===== config.mk =====
export PLATFORM = sky130hd
export DESIGN_NAME = sdram_ctl
export DESIGN_NICKNAME = d
export VERILOG_FILES = /design/src/rtl/sdram_ctl.sv
export SDC_FILE = /design/constraint.sdc
export NUM_CORES = 1
export LEC_CHECK = 0
export BUFFER_PORTS_ARGS = -buffer_cell sky130_fd_sc_hd__buf_2
export CAP_MARGIN = 20
export CORE_MARGIN = 10
export CORE_UTILIZATION = 45
export DETAILED_ROUTE_END_ITERATION = 6
export GPL_TIMING_DRIVEN = 0
export PLACE_DENSITY = 0.8
export SLEW_MARGIN = 30
export SYNTH_ARGS = -nofsm -noshare
export SYNTH_HDL_FRONTEND = slang
export SYNTH_SLANG_ARGS = --single-unit

===== constraint.sdc =====
create_clock -name clock -period 2.5 [get_ports clock]
set_input_delay 0.5 -clock clock [delete_from_list [all_inputs] [get_ports clock]]
set_output_delay 0.5 -clock clock [all_outputs]
set_load 0.02 [all_outputs]

===== src/rtl/sdram_ctl.sv =====
// Single-port SDRAM controller for the DE0 16-bit SDRAM (4 banks, 13-bit row, 10-bit column).
// Byte-wide req/ready port; every access is ACTIVE + READ/WRITE with auto-precharge.
module sdram_ctl #(
  parameter int unsigned INIT_WAIT      = 10000,
  parameter int unsigned REFRESH_PERIOD = 750,
  parameter int unsigned TRP            = 2,
  parameter int unsigned TRCD           = 2,
  parameter int unsigned TRFC           = 7,
  parameter int unsigned TWR            = 2,
  parameter int unsigned CL             = 2
) (
  input  logic        clock,
  input  logic        reset,
  input  logic        req,
  input  logic        we,
  input  logic [25:0] address,
  input  logic [7:0]  data,
  output logic [7:0]  q,
  output logic        ready,
  output logic        busy,
  output logic        init_done,
  output logic        sd_cke,
  output logic        sd_cs_n,
  output logic        sd_ras_n,
  output logic        sd_cas_n,
  output logic        sd_we_n,
  output logic [1:0]  sd_ba,
  output logic [12:0] sd_addr,
  output logic        sd_ldqm,
  output logic        sd_udqm,
  output logic [15:0] dq_o,
  output logic        dq_oe,
  input  logic [15:0] dq_i
);

  // {cs_n, ras_n, cas_n, we_n}
  localparam logic [3:0] CmdDesel = 4'b1111;
  localparam logic [3:0] CmdNop   = 4'b0111;
  localparam logic [3:0] CmdAct   = 4'b0011;
  localparam logic [3:0] CmdRd    = 4'b0101;
  localparam logic [3:0] CmdWr    = 4'b0100;
  localparam logic [3:0] CmdPre   = 4'b0010;
  localparam logic [3:0] CmdRef   = 4'b0001;
  localparam logic [3:0] CmdMrs   = 4'b0000;

  // Burst length 1, sequential, CAS latency in [6:4].
  localparam logic [12:0] ModeWord = (CL == 3) ? 13'h030 : 13'h020;
  // IDLE itself costs one cycle before the next ACTIVE, so REFRESH-to-ACTIVE is exactly TRFC.
  localparam int unsigned RefRet   = (TRFC > 1) ? TRFC - 2 : 0;

  typedef enum logic [3:0] {
    StInitWait, StInitPre, StInitRef1, StInitRef2, StInitMrs,
    StIdle, StRef, StRcd, StCas, StWdata, StRecov
  } state_e;

  state_e      state;
  logic [15:0] timer;
  logic [15:0] ref_cnt;
  logic        ref_pending;
  logic [3:0]  cmd;
  logic        op_we;
  logic [1:0]  op_bank;
  logic [9:0]  op_col;
  logic        op_lane;
  logic [7:0]  op_data;

  assign {sd_cs_n, sd_ras_n, sd_cas_n, sd_we_n} = cmd;
  assign busy = !((state == StIdle) && init_done);

  // Command sequencer, registered pin drivers and refresh timer.
  always_ff @(posedge clock) begin
    if (reset) begin
      state       <= StInitWait;
      timer       <= 16'(INIT_WAIT);
      ref_cnt     <= 16'(REFRESH_PERIOD - 1);
      ref_pending <= 1'b0;
      cmd         <= CmdDesel;
      sd_cke      <= 1'b1;
      sd_ba       <= 2'b00;
      sd_addr     <= 13'h0000;
      sd_ldqm     <= 1'b1;
      sd_udqm     <= 1'b1;
      dq_o        <= 16'h0000;
      dq_oe       <= 1'b0;
      ready       <= 1'b0;
      init_done   <= 1'b0;
      q           <= 8'h00;
      op_we       <= 1'b0;
      op_bank     <= 2'b00;
      op_col      <= 10'h000;
      op_lane     <= 1'b0;
      op_data     <= 8'h00;
    end else begin
      cmd    <= CmdNop;
      ready  <= 1'b0;
      dq_oe  <= 1'b0;
      sd_cke <= 1'b1;
      if (timer != 16'd0) timer <= timer - 16'd1;

      unique case (state)
        StInitWait: if (timer == 16'd0) begin
          cmd     <= CmdPre;
          sd_addr <= 13'h0400;  // A10: all banks
          state   <= StInitPre;
          timer   <= 16'(TRP - 1);
        end
        StInitPre: if (timer == 16'd0) begin
          cmd   <= CmdRef;
          state <= StInitRef1;
          timer <= 16'(TRFC - 1);
        end
        StInitRef1: if (timer == 16'd0) begin
          cmd   <= CmdRef;
          state <= StInitRef2;
          timer <= 16'(TRFC - 1);
        end
        StInitRef2: if (timer == 16'd0) begin
          cmd     <= CmdMrs;
          sd_ba   <= 2'b00;
          sd_addr <= ModeWord;
          state   <= StInitMrs;
          timer   <= 16'd1;
        end
        StInitMrs: if (timer == 16'd0) begin
          init_done <= 1'b1;
          state     <= StIdle;
        end
        StIdle: begin
          if (ref_pending) begin
            cmd         <= CmdRef;
            ref_pending <= 1'b0;
            state       <= StRef;
            timer       <= 16'(RefRet);
          end else if (req) begin
            op_we   <= we;
            op_bank <= address[25:24];
            op_col  <= address[10:1];
            op_lane <= address[0];
            op_data <= data;
            cmd     <= CmdAct;
            sd_ba   <= address[25:24];
            sd_addr <= address[23:11];
            sd_ldqm <= we ? address[0] : 1'b0;
            sd_udqm <= we ? ~address[0] : 1'b0;
            state   <= StRcd;
            timer   <= 16'(TRCD - 1);
          end
        end
        StRef: if (timer == 16'd0) state <= StIdle;
        StRcd: if (timer == 16'd0) begin
          sd_ba   <= op_bank;
          sd_addr <= {2'b00, 1'b1, op_col};  // A10: auto-precharge
          if (op_we) begin
            cmd   <= CmdWr;
            dq_oe <= 1'b1;
            dq_o  <= {op_data, op_data};
            state <= StWdata;
          end else begin
            cmd   <= CmdRd;
            state <= StCas;
            timer <= 16'(CL);
          end
        end
        StCas: if (timer == 16'd0) begin
          q       <= op_lane ? dq_i[15:8] : dq_i[7:0];
          ready   <= 1'b1;
          sd_ldqm <= 1'b1;
          sd_udqm <= 1'b1;
          state   <= StRecov;
          timer   <= 16'(TRP - 1);
        end
        StWdata: begin
          ready   <= 1'b1;
          sd_ldqm <= 1'b1;
          sd_udqm <= 1'b1;
          state   <= StRecov;
          timer   <= 16'(TWR + TRP - 1);
        end
        StRecov: if (timer == 16'd0) state <= StIdle;
        default: state <= StInitWait;
      endcase

      // Expiry wins over a same-cycle service in IDLE so no period is lost.
      if (!init_done) begin
        ref_cnt <= 16'(REFRESH_PERIOD - 1);
      end else if (ref_cnt == 16'd0) begin
        ref_cnt     <= 16'(REFRESH_PERIOD - 1);
        ref_pending <= 1'b1;
      end else begin
        ref_cnt <= ref_cnt - 16'd1;
      end
    end
  end

endmodule


Yosys cells after proc, flatten, opt, wreduce, memory -nomap -nowiden --
Index checks and enable logic that the tools add are counted.
Storage, ports and cells: register bits after elaboration 107, input bits 54, word-level logic and storage cells 122
Cells by class: add/subtract/negate cells 2, equal/unequal tests 20, multiplexer cells 54, bitwise operators 5, reductions and logical operators 22
Operators by type and width (number):
- two-way mux 16 bit | 7
- case mux 16 bit (5 select lines) | 1
- two-way mux 13 bit | 5
- case mux 13 bit (4 select lines) | 1
- two-way mux 4 bit | 9
- case mux 4 bit (9 select lines) | 1
- logical NOT 16 bit | 2
- subtractor 16 x 1 -> 16 bit, second input constant | 2
- == test 4 x 3 -> 1 bit, second input constant | 4
- != test 2 bit, second input constant | 8
- nonzero test 16 bit | 1
- two-way mux 3 bit | 5
- case mux 3 bit (5 select lines) | 1
- two-way mux 1 bit | 14
- == test 4 bit, second input constant | 3
- OR reduction 3 bit | 4
- two-way mux 2 bit | 5
- == test 4 x 2 -> 1 bit, second input constant | 2
- two-way mux 8 bit | 1
- AND reduction 8 bit | 1
- case mux 1 bit (3 select lines) | 2
- case mux 2 bit (3 select lines) | 1
- AND reduction 3 bit | 2
- AND reduction 6 bit | 1
- 14 further kinds | 20

Depth between registers and ports, before layout --
word-level depth 5, depth in mapped cells 11, mapped depth without buffers 10

Worst setup path before layout --
Ideal clock, no wire load.
path kind flip-flop to flip-flop, start register timer[0], end register timer[0], arrival time 2.468 ns, path slack -0.048 ns, cell stages (with the launch flop) 11, clock period less this slack 2.548 ns, cells stage by stage dfxtp_1 > inv_1 > ha_1 > or3b_2 > nor4_4 > inv_2 > buf_6 > ha_1 > a21o_1 > a21o_1 > a41oi_1
Between the ends: cells in the longest elaborated chain, start to end 5, elaborated cells between the ends (all ways) 11, classes of those cells add/sub (1); mux (8); reduce/logical (2)
RTL lines:
- start: declaration | line 57 | logic [15:0] timer;
- start signal: assignment | line 74 | timer <= 16'(INIT_WAIT);
- start signal: assignment | line 98 | if (timer != 16'd0) timer <= timer - 16'd1;
- start signal: assignment | line 105 | timer <= 16'(TRP - 1);
- subtractor 16 x 1 -> 16 bit / nonzero test 16 bit (equally long branches) | line 98
- two-way mux 16 bit | line 98
- two-way mux 16 bit (on tied branches) | line 153, 134
- two-way mux 16 bit (on tied branches) | line 150, 129
- case mux 16 bit (5 select lines) (*) | line 100 | unique case (state)
Every way passes the cells marked *; elsewhere a longest branch is shown, timed or not. A chain may end at the register's enable or synchronous reset.

Final worst setup path --
start register timer[12], end register sd_addr[8]
Between the ends: cells in the longest elaborated chain, start to end 3, elaborated cells between the ends (all ways) 5, classes of those cells eq/ne (3); reduce/logical (2)
RTL lines:
- logical NOT 16 bit (*) | line 101, 117, 150
- != test 2 bit (no line)
- AND reduction 6 bit (no line) (*)
- end signal: assignment | line 120 | sd_addr <= ModeWord;
- end signal: assignment | line 142 | sd_addr <= address[23:11];
- end signal: assignment | line 152 | sd_addr <= {2'b00, 1'b1, op_col};
- end: declaration | line 28 | output logic [12:0] sd_addr,
Marks and branches as above.

==> results.ini <==
[global_routing]
gr-total-overflow=0
antenna_found_initial=0
grt_max_degree=22
grt_pass1_wl_mm=21.4
first_global_vias=4440
grt_usage_pct=17.8

[final_layout]
area_delta_synth_final_pct=21.8
layout-drive-gt1-share_pct=26.3
utilization_pct=56.7
final_net_count=714
n_antenna_cell=0
final_cells=794
nFillCells=855

[cts]
cts_tree=done
cts_sinks=99
clk_pin_slew_ns=0.11
cts-root-buf=clkbuf_8
htree_levels=3
clock_path_buffers=2
cts_hold_buffers=0
cts_buffers=9
insertion_delay_ns=0.39

[synthesis]
synth_compound_area_share_pct=16.3
postSynthAreaPerCell_um2=8.53
post-synth-top-area-cell=dfxtp_1
ys_ff_latch=99
synth_edf_count=0
yosys.area_share.simple_pct=24.2
synth_top_area_share_pct=43.2
synthFlopType=dfxtp_1
synthTopCellsByCount=99 x dfxtp_1, 79 x nand2_1, 52 x nor2_1, 35 x a21oi_1, 26 x nor3_1
ys_seq_area_share_pct=43.2
synth.distinct_cells=67
synth_top_family_by_area=simple AND/OR/NAND/NOR gates
synth_mux_area_share_pct=5.67
async_reset_ff_share_pct=0
synth_cells=538
syn_nets=596
syn_area_mm2=0.00459
ys_warn_count=0
synth-xor-area-share_pct=4.58
ys_top_cells_by_area=dfxtp_1 43%, nand2_1 6.5%, nor2_1 4.3%, a21oi_1 3.8%, mux2i_1 3.7%
yosysMostFrequentCell=dfxtp_1
synth_fa_ha_area_share_pct=1.09

[power]
pwr-share-seq_pct=53.9
p_int_uw=2180
combinationalPowerShare_pct=11.2
p_leak_uw=0.00221
ir_worst_vdd_v=0.000369
power_density_mw_per_mm2=551
clock_power_share_pct=34.9
swShare_pct=29.2
power_switching_uw=901

[sta]
skew_ns=0.0133
min_period_ns=2.42
slew_viol_final=0
finalSetupViolations=0
setup_ws_ns=0.0792
worst_slew_pin_slew_ns=0.735
max_slew_margin_pct=50.6
max_freq_ghz=0.413
fin_crit_sh_pct=96.8
hold_viol_final=0

[floorplan]
start_util_pct=46.5
ios=104
die_h_um=121
core_area_mm2=0.00986
rows=36
dieWidth_um=121
die_area_mm2=0.0146

[detailed_routing]
dr.pass1.iters=6
dr.first_iter.drc_count=382
routedWlPerCell_um=16.9
ant_nets=0
wl_mm=13.4
vias_per_cell=5.60
drc=0
vias=4443

[worst_setup_path]
criticalPathCategory=register to register
path_cells=nor4_1 > nand4_1 > or4_1 > nand2_1 > buf_2 > a211oi_1
critPathRequiredTime_ns=2.75
startpoint_type=register
end_kind=register
critPathSlowestCell=or4_1
cp_max_fo=10
max_stage_delay_ns=0.63
path_delay_family=simple AND/OR/NAND/NOR gates
arrival_ns=2.68
crit_buf_inv=1

[placed_design]
post-place-cells=773
preCtsSetupSlack_ns=-0.327
hpwl_mm=9.93
gp_congestion=0.943
port_buffers=102

[run_status]
status=finished, final reports clean

[run]
cap_violations=0

[worst_hold_path]
min-delay-path-class=primary input to register

repair_timing:
| action | in CTS | in global routing |
|---|---|---|
| buffers inserted | 2 | 4 |
| pin swaps | 1 | 2 |
| resized for setup | 5 | 16 |
| hold endpoints to repair | 0 | 0 |
| gates cloned | 0 | 0 |
| endpoints found under the setup margin | 31 | 32 |
worst register-to-register path, cell delays in order (launching register included):
cell and delay [ns]:
dfxtp_1 0.37, nor4_1 0.49, nand4_1 0.30, or4_1 0.63
nand2_1 0.14, buf_2 0.25, a211oi_1 0.11
sequential cells by signal, indices dropped and copies added, names as in the netlist:
name         cells
sd_udqm          1
op_bank          2
op_we            1
cmd              4
op_data          8
ref_cnt         16
sd_ba            2
timer           16
ref_pending      1
op_col          10
init_done        1
sd_addr         13
op_lane          1
dq_oe            1
sd_ldqm          1
ready            1
state            4
dq_o             8
q                8
layout by cell type (no fill, tap or decap), types with 8 or more instances in the layout:
cell        n
mux2_2      8
dfxtp_1    97
a211oi_1    9
a21oi_1    35
nand2_1    79
nor2b_1     8
a22oi_1    12
xnor2_1    14
o21ai_0    20
clkbuf_1   19
nor3_1     26
nor2_1     52
xor2_1     10
buf_4      15
clkbuf_8    9
nand3_1    14
mux2i_1    17
buf_2     106
power groups by stage:
stage / clock (µW) / sequential, µW / combinational [µW]
after floorplan: 0 / 1680 / 210
after global routing: 1160 / 1670 / 382
after CTS: 1090 / 1660 / 313
after detailed placement: 0 / 1690 / 304
final: 1070 / 1660 / 344
after global placement: 0 / 1690 / 299
per-stage QoR:
step | cell area (µm²) | setup TNS [ns] | total power (µW) | hold slack, ns
2_1_floorplan | 4590 | 0 | 1890 | 0.384
3_3_place_gp | 5270 | -3.19 | 1990 | 0.394
3_5_place_dp | 5270 | -3.95 | 1990 | 0.399
4_1_cts | 5510 | 0 | 3070 | 0.212
5_1_grt | 5590 | -0.492 | 3210 | 0.215
6_report | 5590 | 0 | 3080 | 0.223
kinds of logic (layout without fill, tap and decap cells):
kind of cell	after synthesis	after routing
DFF	99	99
adders and majority gates	4	4
AOI/OAI and AO/OA	113	113
muxes	25	25
buffers and inverters	48	171
other	1	1
xor gates and xnor gates	24	24
and+or+nand+nor	224	224
final cells by class:
class / count / area [µm²] / area share (%)
Clock buffer: 9 / 124 / 2.21
Timing Repair Buffer: 108 / 556 / 9.93
Multi-Input combinational cell: 391 / 2430 / 43.5
Buffer: 38 / 195 / 3.49
Tap cell: 133 / 166 / 2.98
Clock inverter: 7 / 93.8 / 1.68
Sequential cell: 99 / 1990 / 35.6
Inverter: 9 / 36.3 / 0.649
worst paths after layout:
| check | startpoint | endpoint | slack [ns] | cells past startpoint |
|---|---|---|---|---|
| worst max-delay path | timer[12] | sd_addr[8] | 0.08 | 6 |
| worst min-delay path | reset | cmd[3] | 0.22 | 1 |
| worst max register to register | timer[12] | sd_addr[8] | 0.08 | 6 |
| worst min register to register | ref_cnt[0] | ref_cnt[0] | 0.43 | 1 |
per-layer routing:
metal	GRT usage [%]	part of all wire [%]
met3	4.84	8.1
met5	0	0
met1	21.3	41
met2	29.5	49
met4	7.32	2.4
(Power assumes the default switching activity.)
